===== config.mk =====
export PLATFORM = sky130hd
export DESIGN_NAME = fetch_stage
export DESIGN_NICKNAME = d
export VERILOG_FILES = /design/src/rtl/mips_pkg.sv /design/src/rtl/fetch_skid_buf.sv /design/src/rtl/fetch_stage.sv
export SDC_FILE = /design/constraint.sdc
export NUM_CORES = 1
export LEC_CHECK = 0
export BUFFER_PORTS_ARGS = -buffer_cell sky130_fd_sc_hd__buf_2
export CORE_MARGIN = 2
export CORE_UTILIZATION = 55
export CTS_BUF_LIST = sky130_fd_sc_hd__clkbuf_16
export CTS_CLUSTER_SIZE = 10
export DETAILED_ROUTE_END_ITERATION = 7
export PLACE_DENSITY_LB_ADDON = 0.3
export SYNTH_ARGS = -nofsm -noshare
export SYNTH_HDL_FRONTEND = slang
export SYNTH_SLANG_ARGS = --single-unit

===== constraint.sdc =====
create_clock -name clk -period 2.55 [get_ports clk]
set_input_delay 0.3825 -clock clk [delete_from_list [all_inputs] [get_ports clk]]
set_output_delay 0.3825 -clock clk [all_outputs]
set_load 0.02 [all_outputs]

===== src/rtl/mips_pkg.sv =====
// mips_pkg
// Shared constants and the fetch state type for the instruction-fetch front end.
//   INSTR_W           : instruction word width
//   OP_MSB / OP_LSB   : opcode field position within an instruction
//   FUNC_MSB/FUNC_LSB : function field position within an instruction
//   PC_INCR           : byte increment between sequential fetches
//   fetch_state_e     : IDLE, REQ, HOLD, DROP
package mips_pkg;

    localparam int INSTR_W  = 32;
    localparam int OP_MSB   = 31;
    localparam int OP_LSB   = 26;
    localparam int FUNC_MSB = 5;
    localparam int FUNC_LSB = 0;
    localparam int PC_INCR  = 4;

    typedef enum logic [1:0] {
        IDLE = 2'd0,
        REQ  = 2'd1,
        HOLD = 2'd2,
        DROP = 2'd3
    } fetch_state_e;

endpackage


===== src/rtl/fetch_skid_buf.sv =====
// fetch_skid_buf
// One-entry holding slot for a fetched word and its PC. It catches a memory
// response that arrives while the IF/ID register is still stalled.
// Ports:
//   clk, reset         : clock, synchronous active-high reset
//   load_i             : capture instr_i/pc_i and mark the entry full
//   unload_i           : mark the entry empty (its contents have been consumed)
//   clear_i            : discard the entry; wins over load_i and unload_i
//   instr_i, pc_i      : word and PC to capture
//   valid_o            : entry is full
//   instr_o, pc_o      : stored word and PC
module fetch_skid_buf
    import mips_pkg::*;
#(
    parameter int unsigned ADDR_W = 32
)(
    input  logic                clk,
    input  logic                reset,
    input  logic                load_i,
    input  logic                unload_i,
    input  logic                clear_i,
    input  logic [INSTR_W-1:0]  instr_i,
    input  logic [ADDR_W-1:0]   pc_i,
    output logic                valid_o,
    output logic [INSTR_W-1:0]  instr_o,
    output logic [ADDR_W-1:0]   pc_o
);

    logic               valid_q, valid_d;
    logic [INSTR_W-1:0] instr_q, instr_d;
    logic [ADDR_W-1:0]  pc_q, pc_d;

    always_comb begin
        valid_d = valid_q;
        instr_d = instr_q;
        pc_d    = pc_q;
        if (clear_i) begin
            valid_d = 1'b0;
        end else if (load_i) begin
            valid_d = 1'b1;
            instr_d = instr_i;
            pc_d    = pc_i;
        end else if (unload_i) begin
            valid_d = 1'b0;
        end
    end

    always_ff @(posedge clk) begin
        if (reset) begin
            valid_q <= 1'b0;
            instr_q <= '0;
            pc_q    <= '0;
        end else begin
            valid_q <= valid_d;
            instr_q <= instr_d;
            pc_q    <= pc_d;
        end
    end

    assign valid_o = valid_q;
    assign instr_o = instr_q;
    assign pc_o    = pc_q;

endmodule


===== src/rtl/fetch_stage.sv =====
// fetch_stage
// Instruction-fetch stage: owns the PC, fetches over a req/ack handshake,
// buffers words in the IF/ID register plus a one-entry skid buffer, and
// exposes op/func to the decode controller. Supports stall and redirect/flush.
// Optional macro FETCH_PERF_EN adds perf_fetch_cnt / perf_stall_cnt.
// Ports:
//   clk, reset              : clock, synchronous active-high reset
//   imem_req, imem_addr     : fetch request and word-aligned address
//   imem_ack, imem_rdata    : one-cycle response strobe and its data
//   stall                   : downstream cannot accept this cycle
//   redirect, redirect_pc   : load new PC (low two bits dropped) and flush
//   valid_out, instr_out,
//   pc_out                  : IF/ID register contents
//   op, func                : decoded fields, zero while valid_out is low
//
// state | meaning
// IDLE  | one cycle after reset, nothing outstanding
// REQ   | request at pc outstanding
// HOLD  | response parked in skid, waiting for stall to drop, no request
// DROP  | request at a pre-redirect address outstanding, response discarded
module fetch_stage
    import mips_pkg::*;
#(
    parameter int unsigned       ADDR_W   = 32,
    parameter logic [ADDR_W-1:0] RESET_PC = '0
)(
    input  logic                clk,
    input  logic                reset,
    output logic                imem_req,
    output logic [ADDR_W-1:0]   imem_addr,
    input  logic                imem_ack,
    input  logic [INSTR_W-1:0]  imem_rdata,
    input  logic                stall,
    input  logic                redirect,
    input  logic [ADDR_W-1:0]   redirect_pc,
    output logic                valid_out,
    output logic [INSTR_W-1:0]  instr_out,
    output logic [ADDR_W-1:0]   pc_out,
    output logic [5:0]          op,
    output logic [5:0]          func
`ifdef FETCH_PERF_EN
    ,
    output logic [31:0]         perf_fetch_cnt,
    output logic [31:0]         perf_stall_cnt
`endif
);

    fetch_state_e       state_q, state_d;
    logic [ADDR_W-1:0]  pc_q, pc_d;
    logic [ADDR_W-1:0]  drop_addr_q, drop_addr_d;
    logic               valid_q, valid_d;
    logic [INSTR_W-1:0] instr_q, instr_d;
    logic [ADDR_W-1:0]  pc_out_q, pc_out_d;

    logic               slot_free;
    logic               fetch_accept;
    logic               skid_load, skid_unload, skid_clear;
    logic               skid_valid;
    logic [INSTR_W-1:0] skid_instr;
    logic [ADDR_W-1:0]  skid_pc;
    logic [ADDR_W-1:0]  redirect_al;

    assign slot_free   = !valid_q || !stall;
    assign redirect_al = redirect_pc & ~ADDR_W'(3);

    // DROP keeps presenting the abandoned address so the handshake completes.
    assign imem_req  = (state_q == REQ) || (state_q == DROP);
    assign imem_addr = (state_q == DROP) ? drop_addr_q : pc_q;

    always_comb begin
        state_d      = state_q;
        pc_d         = pc_q;
        drop_addr_d  = drop_addr_q;
        valid_d      = valid_q;
        instr_d      = instr_q;
        pc_out_d     = pc_out_q;
        skid_load    = 1'b0;
        skid_unload  = 1'b0;
        skid_clear   = 1'b0;
        fetch_accept = 1'b0;

        if (redirect) begin
            pc_d       = redirect_al;
            valid_d    = 1'b0;
            skid_clear = 1'b1;
            unique case (state_q)
                REQ: begin
                    if (imem_ack) begin
                        state_d = REQ;
                    end else begin
                        state_d     = DROP;
                        drop_addr_d = pc_q;
                    end
                end
                DROP:    state_d = DROP;
                default: state_d = REQ;
            endcase
        end else begin
            // Consumed with nothing to replace it: bubble.
            if (valid_q && !stall) begin
                valid_d = 1'b0;
            end
            unique case (state_q)
                IDLE: state_d = REQ;
                REQ: begin
                    if (imem_ack) begin
                        fetch_accept = 1'b1;
                        pc_d         = pc_q + ADDR_W'(PC_INCR);
                        if (slot_free) begin
                            valid_d  = 1'b1;
                            instr_d  = imem_rdata;
                            pc_out_d = pc_q;
                        end else begin
                            skid_load = 1'b1;
                            state_d   = HOLD;
                        end
                    end
                end
                HOLD: begin
                    if (!stall) begin
                        if (skid_valid) begin
                            valid_d  = 1'b1;
                            instr_d  = skid_instr;
                            pc_out_d = skid_pc;
                        end
                        skid_unload = 1'b1;
                        state_d     = REQ;
                    end
                end
                DROP: begin
                    if (imem_ack) begin
                        state_d = REQ;
                    end
                end
                default: state_d = IDLE;
            endcase
        end
    end

    always_ff @(posedge clk) begin
        if (reset) begin
            state_q     <= IDLE;
            pc_q        <= RESET_PC;
            drop_addr_q <= RESET_PC;
            valid_q     <= 1'b0;
            instr_q     <= '0;
            pc_out_q    <= '0;
        end else begin
            state_q     <= state_d;
            pc_q        <= pc_d;
            drop_addr_q <= drop_addr_d;
            valid_q     <= valid_d;
            instr_q     <= instr_d;
            pc_out_q    <= pc_out_d;
        end
    end

    fetch_skid_buf #(
        .ADDR_W (ADDR_W)
    ) u_skid (
        .clk      (clk),
        .reset    (reset),
        .load_i   (skid_load),
        .unload_i (skid_unload),
        .clear_i  (skid_clear),
        .instr_i  (imem_rdata),
        .pc_i     (pc_q),
        .valid_o  (skid_valid),
        .instr_o  (skid_instr),
        .pc_o     (skid_pc)
    );

    assign valid_out = valid_q;
    assign instr_out = instr_q;
    assign pc_out    = pc_out_q;
    assign op        = valid_q ? instr_q[OP_MSB:OP_LSB]     : 6'd0;
    assign func      = valid_q ? instr_q[FUNC_MSB:FUNC_LSB] : 6'd0;

`ifdef FETCH_PERF_EN
    logic [31:0] perf_fetch_q, perf_stall_q;

    always_ff @(posedge clk) begin
        if (reset) begin
            perf_fetch_q <= '0;
            perf_stall_q <= '0;
        end else begin
            if (fetch_accept) begin
                perf_fetch_q <= perf_fetch_q + 32'd1;
            end
            if (valid_q && stall) begin
                perf_stall_q <= perf_stall_q + 32'd1;
            end
        end
    end

    assign perf_fetch_cnt = perf_fetch_q;
    assign perf_stall_cnt = perf_stall_q;
`else
    // Accepted-fetch strobe only feeds the optional counters.
    logic unused_fetch_accept;
    assign unused_fetch_accept = fetch_accept;
`endif

endmodule

* After elaboration in Yosys (flattened, before gate mapping)
Cells that the tools add are included.
Cells by class: add/subtract/negate cells 1, reduce and logical (&&, ||, !) cells 18, multiplexer cells 40, equality and inequality tests 11, bitwise gates (word level) 3
Operator list (count):
- 32-bit two-way mux | 12
- 32-bit one-hot mux with 2 select lines | 2
- 32-bit by 3-bit adder with 32-bit output, second input constant | 1
- 1-bit two-way mux | 15
- 2-bit two-way mux | 6
- 6-bit two-way mux | 2
- 3-bit inequality test, second input constant | 4
- 2-bit one-hot mux with 4 select lines | 1
- 2-bit nonzero test | 4
- 2-bit inequality test, second input constant | 3
- 2-bit AND reduction | 3
- 6-bit AND reduction | 1
- 2-bit equality test, second input constant | 2
- 2-bit one-hot mux with 2 select lines | 1
- 4-bit AND reduction | 1
- 2-bit OR reduction | 2
- 1-bit inverter | 3
- 3-bit AND reduction | 1
- 2-bit by 1-bit equality test with 1-bit output, second input constant | 1
- 1-bit zero test | 2
- 2-bit zero test | 1
- 1-bit logical OR | 2
- 2-bit by 1-bit inequality test with 1-bit output, second input constant | 1
- 1-bit one-hot mux with 2 select lines | 1
- 1-bit logical AND | 1
Word-level totals: flip-flop bits (word level) 196, logic and storage cells 83

* Depth between registers and ports, before layout
Gate-level depths: netlist of run 1.
depth in word-level cells 7, depth in mapped cells 8, depth with buffers taken out 6

* Cells and area by module
From an unflattened synthesis of run 1, not the netlist that was laid out.
Second synthesis, totals: cells, all modules 1036, area, all modules 9582.9 um^2
Modules (own cells, without submodules):
- fetch_stage | area each 6314.8 um^2, seq. area each 2542.4 um^2, times used 1, cells an instance 740
- fetch_skid_buf | area each 3268.1 um^2, seq. area each 1301.2 um^2, times used 1, cells an instance 296

* Least setup slack after synthesis of run 1
OpenSTA, ideal clock, no wires.
path kind register -> register, start point register state_q[1], end point register instr_q[10], in the netlist instr_out[10], setup slack 417 ps, cell stages (with the launch flop) 8, library setup time 138 ps, data arrival time 1996 ps, required time 2412 ps, period minus slack after synthesis 2133 ps, path buffers 3, cell sequence dfxtp_1 > inv_1 > ha_1 > clkbuf_1 > a221oi_1 > buf_2 > buf_1 > a211oi_1
On the way: word-level cells in the longest chain between the ends 3, elaborated cells between the ends (all ways) 9, those cells by class eq/ne: 6; mux: 1; reduce/logical: 2
RTL lines:
- start, declared | RTL line fetch_stage.sv:48 | fetch_state_e state_q, state_d;
- start signal, assigned | RTL line fetch_stage.sv:149 | state_q <= state_d;
- 2-bit equality test / 2-bit by 1-bit equality test with 1-bit output (equally long branches) | RTL line fetch_stage.sv:103 | unique case (state_q)
- 2-bit by 1-bit inequality test with 1-bit output (no line) (tied with other cells)
- 6-bit AND reduction (no line)
- end signal, assigned | RTL line fetch_stage.sv:153 | instr_q <= instr_d;
- end, declared | RTL line fetch_stage.sv:52 | logic [INSTR_W-1:0] instr_q, instr_d;
Several ways; a longest one is shown, not always the timed one. A chain may end at the register's enable or synchronous reset.

* Worst setup path after layout of run 1
start point register state_q[1], end point output port imem_addr[3]
On the way: word-level cells in the longest chain between the ends 2
RTL lines:
- 2-bit equality test | RTL line fetch_stage.sv:68 | assign imem_addr = (state_q == DROP) ? drop_addr_q : pc_q;
- 32-bit two-way mux | RTL line fetch_stage.sv:68
- end, declared | RTL line fetch_stage.sv:30 | output logic [ADDR_W-1:0] imem_addr,
No other way between the ends.

==> results.py, run 1 <==
metrics = {
    "status": {
        "outcome": "completed",
    },
    "pwr": {
        "irDropWorstVdd_v": 0.000694,
        "combPwrFrac_pct": 13.6,
        "sequentialPowerShare_pct": 48.5,
        "p_int_mw": 4.75,
        "clkPwrFrac_pct": 37.9,
        "p_switching_mw": 1.81,
        "power.density_mw_per_mm2": 656,
        "leakage_nw": 3.78,
        "swShare_pct": 27.6,
    },
    "hold_path": {
        "hold_class": "input port to flip-flop",
        "min_path_cells": 3,
        "hold_end": "u_skid.instr_o[11]",
        "hold_start": "imem_rdata[11]",
    },
    "timing": {
        "max_freq_mhz": 424,
        "holdWs_ns": 0.189,
        "slew_viol_final": 0,
        "setup-tns-final_ns": 0,
        "timing.final.crit_share_pct": 92.4,
        "tightest_slew_ns": 0.679,
        "finalCriticalPeriod_ns": 2.36,
        "max_slew_margin_pct": 54.7,
        "setup_slack_ns": 0.194,
        "hold_viol": 0,
        "rsz0062_at_grt": "no",
        "finalClockSkew_ns": 0.00801,
        "setup_viol": 0,
    },
    "synth": {
        "synth-edff-count": 0,
        "synth_cell_types": 48,
        "synth_area_per_cell_sq_um": 8.28,
        "async_flop_share_pct": 0,
        "ys.flop_type": "dfxtp_1",
        "ys_warn_count": 0,
        "synthCells": 1021,
        "ys_ff_latch": 188,
        "syn-cell-area_sq_mm": 0.00846,
        "yosysSeqAreaShare_pct": 44.5,
    },
    "critical_path": {
        "critPathKind": "flip-flop to output pin",
        "r2r_start": "state_q[1]",
        "end_kind": "output pin",
        "start_kind": "flip-flop",
        "cp_max_fo": 21,
        "worstReg2RegEnd": "pc_q[22]",
        "cp.required_ns": 2.17,
        "r2r_setup_slack_ns": 0.29,
        "crit_arrival_ns": 1.97,
        "rr_worst_depth": 6,
    },
    "grt": {
        "antenna_found_initial": 0,
        "grt_usage_pct": 25.3,
        "grt_pass1_vias": 6836,
        "grt_overflow_total": 0,
        "grt_max_degree": 77,
        "grt_pass1_wl_um": 33200,
    },
    "clock_tree": {
        "cts_tree": "yes",
        "post_cts_buffers": 0,
        "cts_hold_buf": 0,
        "root_buffer": "clkbuf_16",
        "cts_buffer_depth": 2,
        "cts_sinks": 188,
        "cts-resized-gates": 0,
        "insertion_delay_ns": 0.44,
        "clk_pin_slew_ns": 0.07,
        "numCtsBuffers": 17,
        "htreeDepth": 4,
    },
    "floorplanning": {
        "design.core.area_sq_mm": 0.0151,
        "dieHeight_um": 128,
        "fp-row-count": 45,
        "die_w_um": 128,
        "die-area_sq_mm": 0.0164,
        "ios": 179,
        "start_util_pct": 56.1,
    },
    "place": {
        "dp_hpwl_um": 13700,
        "io_buffer_count": 172,
        "place_ws_ns": 0.314,
        "dp_cells": 1312,
        "gp_congestion": 0.820,
    },
    "layout": {
        "n_antenna_cell": 0,
        "fillCellCount": 1290,
        "drive_above_1_share_pct": 22.9,
        "syn2layout_area_growth_pct": 18.2,
        "seq_area_sq_mm": 0.00376,
        "post-route-util_pct": 66.3,
        "fin_nets": 1216,
        "final-instance-count-excl-fill": 1344,
        "multi_input_area_sq_mm": 0.00427,
    },
    "routing": {
        "remaining_drc_errors": 0,
        "post_drt_wl_per_cell_um": 15.3,
        "drtPass1Iterations": 5,
        "routed_via_density": 5.56,
        "ant_nets": 0,
        "drtIter0Drc": 455,
        "vias": 7474,
        "routed_wirelength_um": 20600,
    },
    "job": {
        "timing.max_cap.violations": 0,
    },
}
[sequential cells by signal, summed over array words and instances, names as in the netlist]
signal and count:
u_skid.instr_o 32, valid_out 1, instr_out 32, pc_q 30, drop_addr_q 30, u_skid.valid_o 1, u_skid.pc_o 30, state_q 2
pc_out 30
[cells by family (layout without fill, tap and decap cells)]
group	count (synthesis)	in the layout	synth area share [%]
AND/OR/NAND/NOR	384	384	20.3
AO/OA/AOI/OAI	229	229	17.1
flip-flops	188	188	44.5
buffers and inverters	117	249	5.64
multiplexers	89	89	10.9
XOR/XNOR	9	9	0.932
adder cells (fa/ha/maj)	4	4	0.592
other	1	4	0.0443
[stage by stage]
| stage | total power [mW] | cell area (sq um) |
|---|---|---|
| 6_report | 6.56 | 10000 |
| 5_1_grt | 6.83 | 10000 |
| 4_1_cts | 6.60 | 10000 |
| 3_5_place_dp | 4.14 | 9450 |
| 3_3_place_gp | 4.12 | 9450 |
| 2_1_floorplan | 3.83 | 8470 |
[cell usage after synthesis (5+ instances only)]
library cell / number / share of area, %
or3_1: 10 / 0.74
clkbuf_1: 68 / 3.0
xnor2_1: 5 / 0.52
nor4_1: 7 / 0.52
nand4_1: 9 / 0.67
a211oi_1: 72 / 6.4
mux2i_1: 62 / 7.3
and4_1: 9 / 0.93
and2_1: 13 / 0.96
buf_2: 12 / 0.71
dfxtp_1: 188 / 44
o21ai_0: 18 / 1.1
buf_1: 14 / 0.62
a311oi_1: 9 / 0.93
nand3_1: 14 / 0.83
nand2_1: 209 / 9.3
mux2_2: 27 / 3.6
a21oi_1: 103 / 6.1
nor2_1: 85 / 3.8
inv_1: 17 / 0.75
buf_4: 6 / 0.53
or4_1: 6 / 0.53
[area by class of cell]
class                   instances  area share, %
repair buffers                200           11.2
clock inverters                15           1.26
clock buffers                  17           4.26
multi-input cells             719           42.7
well taps                     188           2.35
inverters                      17          0.638
flip-flops and latches        188           37.6
[layout by cell type (no fill, tap or decap), drive strengths merged, types with 9 or more instances in the layout]
| cell type | instances |
|---|---|
| nand2 | 209 |
| buf | 200 |
| dfxtp | 188 |
| a21oi | 103 |
| nor2 | 85 |
| a211oi | 72 |
| mux2i | 62 |
| mux2 | 27 |
| inv | 21 |
| o21ai | 18 |
| clkbuf | 17 |
| nand3 | 15 |
| and2 | 14 |
| or3 | 10 |
| nand4 | 10 |
| and4 | 9 |
| a311oi | 9 |
[how the worst max path moves through the flow]
stage	from	end	slack, ns	cells after the start
2_1_floorplan	state_q[1]	instr_out[10]	0.42	7
6_report	state_q[1]	imem_addr[3]	0.19	4
3_5_place_dp	state_q[1]	pc_q[22]	0.31	6
5_1_grt	state_q[1]	imem_addr[3]	0.12	4
4_1_cts	state_q[1]	imem_addr[27]	0.19	4
3_3_place_gp	pc_q[2]	pc_q[22]	0.35	5
[critical path, stage by stage, from the launching register on]
cell,delay [ns]
dfxtp_1,0.44
ha_1,0.21
buf_4,0.31
mux2_2,0.41
buf_2,0.17
[power by group through the flow]
stage          combinational (mW)  sequential [mW]  clock (mW)
5_1_grt                     0.979             3.20        2.65
3_5_place_dp                0.895             3.24           0
3_3_place_gp                0.885             3.24           0
2_1_floorplan               0.536             3.29           0
4_1_cts                     0.899             3.18        2.52
6_report                    0.894             3.18        2.48
[layer usage]
metal	track usage (%)	vias to the layer above	part of all wire [%]
met4	9.70	0	2.1
met1	31.8	3487	43
li1	-	3780	-
met3	6.51	31	5.6
met5	0	-	0
met2	42.0	176	49
Note: power is estimated with default switching activity, not from simulation.
==> run 2, diff against run 1 <==
- CORE_UTILIZATION: 55 -> 49
- clock period: 2.55 -> 2.1 ns (I/O delays scaled with it)
==> run 2 against run 1 <==
Net effect: routed wire length is 11% higher; count of clock-buffer cells in the layout stayed put; via count rose by 3.5%; flip-flop and latch count is the same; sequential share of layout area down 2.4 points; utilization fell by 3.6 points; worst hold slack got worse by 0.057 ns; total power grew 29%; setup slack worse by 0.19 ns; die area rose by 12%; critical path type unchanged; highest routed layer is now met5.
==> results.py, run 2 (synthesis gave the netlist of run 1 again) <==
metrics = {
    "critical_path": {
        "critPathKind": "flip-flop to output pin",
        "crit_arrival_ns": 1.78,
        "start_kind": "flip-flop",
        "cp.required_ns": 1.78,
        "r2r_setup_slack_ns": 0.09,
        "startpoint": "state_q[0]",
        "r2r_start": "state_q[1]",
        "end_kind": "output pin",
        "cp_max_fo": 10,
    },
    "job": {
        "timing.max_cap.violations": 0,
    },
    "grt": {
        "antenna_found_initial": 2,
        "grt_usage_pct": 23.9,
        "grt_pass1_vias": 7091,
        "grt_max_degree": 70,
        "grt_pass1_wl_um": 35100,
        "grt_overflow_total": 0,
    },
    "routing": {
        "ant_nets": 0,
        "drtPass1Iterations": 5,
        "remaining_drc_errors": 0,
        "drtIter0Drc": 486,
        "routed_via_density": 5.44,
        "vias": 7738,
        "routed_wirelength_um": 22700,
        "post_drt_wl_per_cell_um": 16.0,
    },
    "floorplanning": {
        "fp-row-count": 48,
        "die_w_um": 135,
        "die-area_sq_mm": 0.0183,
        "design.core.area_sq_mm": 0.0171,
        "dieHeight_um": 135,
        "ios": 179,
        "start_util_pct": 49.6,
    },
    "clock_tree": {
        "cts_hold_buf": 0,
        "cts_sinks": 188,
        "root_buffer": "clkbuf_16",
        "clk_pin_slew_ns": 0.07,
        "numCtsBuffers": 17,
        "insertion_delay_ns": 0.43,
        "htreeDepth": 4,
        "cts_tree": "yes",
        "cts_buffer_depth": 2,
    },
    "hold_path": {
        "hold_class": "input port to flip-flop",
        "hold_start": "imem_rdata[18]",
    },
    "pwr": {
        "irDropWorstVdd_v": 0.000541,
        "clkPwrFrac_pct": 39.9,
        "power.density_mw_per_mm2": 792,
        "p_switching_mw": 2.33,
        "combPwrFrac_pct": 15.0,
        "swShare_pct": 27.5,
        "leakage_nw": 4.10,
        "sequentialPowerShare_pct": 45.1,
        "p_int_mw": 6.14,
        "finalPower_mw": 8.47,
    },
    "timing": {
        "max_slew_margin_pct": 51.3,
        "finalCriticalPeriod_ns": 2.09,
        "rsz0062_at_grt": "yes",
        "timing.final.crit_share_pct": 99.7,
        "tightest_slew_ns": 0.730,
        "setup-tns-final_ns": 0,
        "setup_viol": 0,
        "finalClockSkew_ns": 0.00841,
        "slew_viol_final": 0,
        "max_freq_mhz": 478,
        "hold_viol": 0,
    },
    "place": {
        "gp_congestion": 0.809,
        "dp_hpwl_um": 14300,
        "io_buffer_count": 172,
    },
    "layout": {
        "layout_commonest_cell": "nand2_1",
        "seq_area_sq_mm": 0.00377,
        "fin_nets": 1256,
        "syn2layout_area_growth_pct": 26.4,
        "multi_input_area_sq_mm": 0.00435,
        "drive_above_1_share_pct": 26.5,
        "fillCellCount": 1509,
        "final_cell_mix": "nand2_1, dfxtp_1, buf_2",
    },
    "status": {
        "outcome": "completed",
    },
}
==> run 2: cell types whose count changed in the layout (fill, tap and decap cells not counted), moves of 3 or more <==
cell        before  now
clkbuf_16       17   20
mux2_4           0    9
clkinvlp_4       5    1
buf_6            1   14
buf_4           25   59
mux2_2          27   18
inv_8            0    3
buf_2          171  156
==> run 2: layer usage <==
layer	wire (um)	global-route usage (%)	part of all wire, %
met5	13	0	0.057
met4	467	8.45	2.1
met3	1310	5.84	5.8
met2	11100	39.5	49
met1	9820	30.4	43
==> run 2: path summary, 6_finish.rpt <==
| check | endpoint | cells past startpoint |
|---|---|---|
| hold reg to reg | drop_addr_q[17] | 2 |
| setup / recovery | imem_addr[27] | 5 |
| hold / removal | u_skid.instr_o[18] | 3 |
| setup reg to reg | pc_q[22] | 6 |
==> run 2: cell type report <==
cell class / count / share of cell area [%]
Clock buffer: 17 / 3.98
Inverter: 17 / 0.597
Multi-Input combinational cell: 719 / 40.7
Antenna cell: 1 / 0.0234
Tap cell: 225 / 2.63
Sequential cell: 188 / 35.2
Timing Repair Buffer: 240 / 15.1
Clock inverter: 15 / 1.76
==> run 2: worst max-delay path, cell delays in order, from the launching register on <==
cell and delay [ns]:
dfxtp_2 0.34, buf_6 0.11, ha_4 0.21, buf_8 0.16, mux2_2 0.36, buf_2 0.17
==> run 2: what timing repair did <==
item | 4_1_cts | 5_1_grt
gates resized for setup | 9 | 45
gates cloned | 1 | 3
setup endpoints to repair | 28 | 45
pin swaps | 1 | 3
buffers inserted | 2 | 6
==> run 2: power by group through the flow <==
stage | logic (mW) | registers (mW) | clock network [mW]
3_5_place_dp | 1.18 | 3.90 | 0
2_1_floorplan | 0.652 | 4.00 | 0
6_report | 1.27 | 3.82 | 3.38
4_1_cts | 1.20 | 3.82 | 3.44
3_3_place_gp | 1.16 | 3.89 | 0
5_1_grt | 1.38 | 3.84 | 3.58
==> run 2: stage by stage <==
stage	setup WS, ns	utilization (%)	hold WS [ns]	area, sq um	std cells
CTS	-0.0102	61.2	0.113	10400	1412
finish	0.00588	62.7	0.131	10700	1422
floorplan	0.0294	-	0.433	8480	1024
detailed placement	-0.0637	57.2	0.445	9750	1377
global placement	-0.00466	57.2	0.438	9750	1377
global route	-0.0572	62.7	0.117	10700	1422
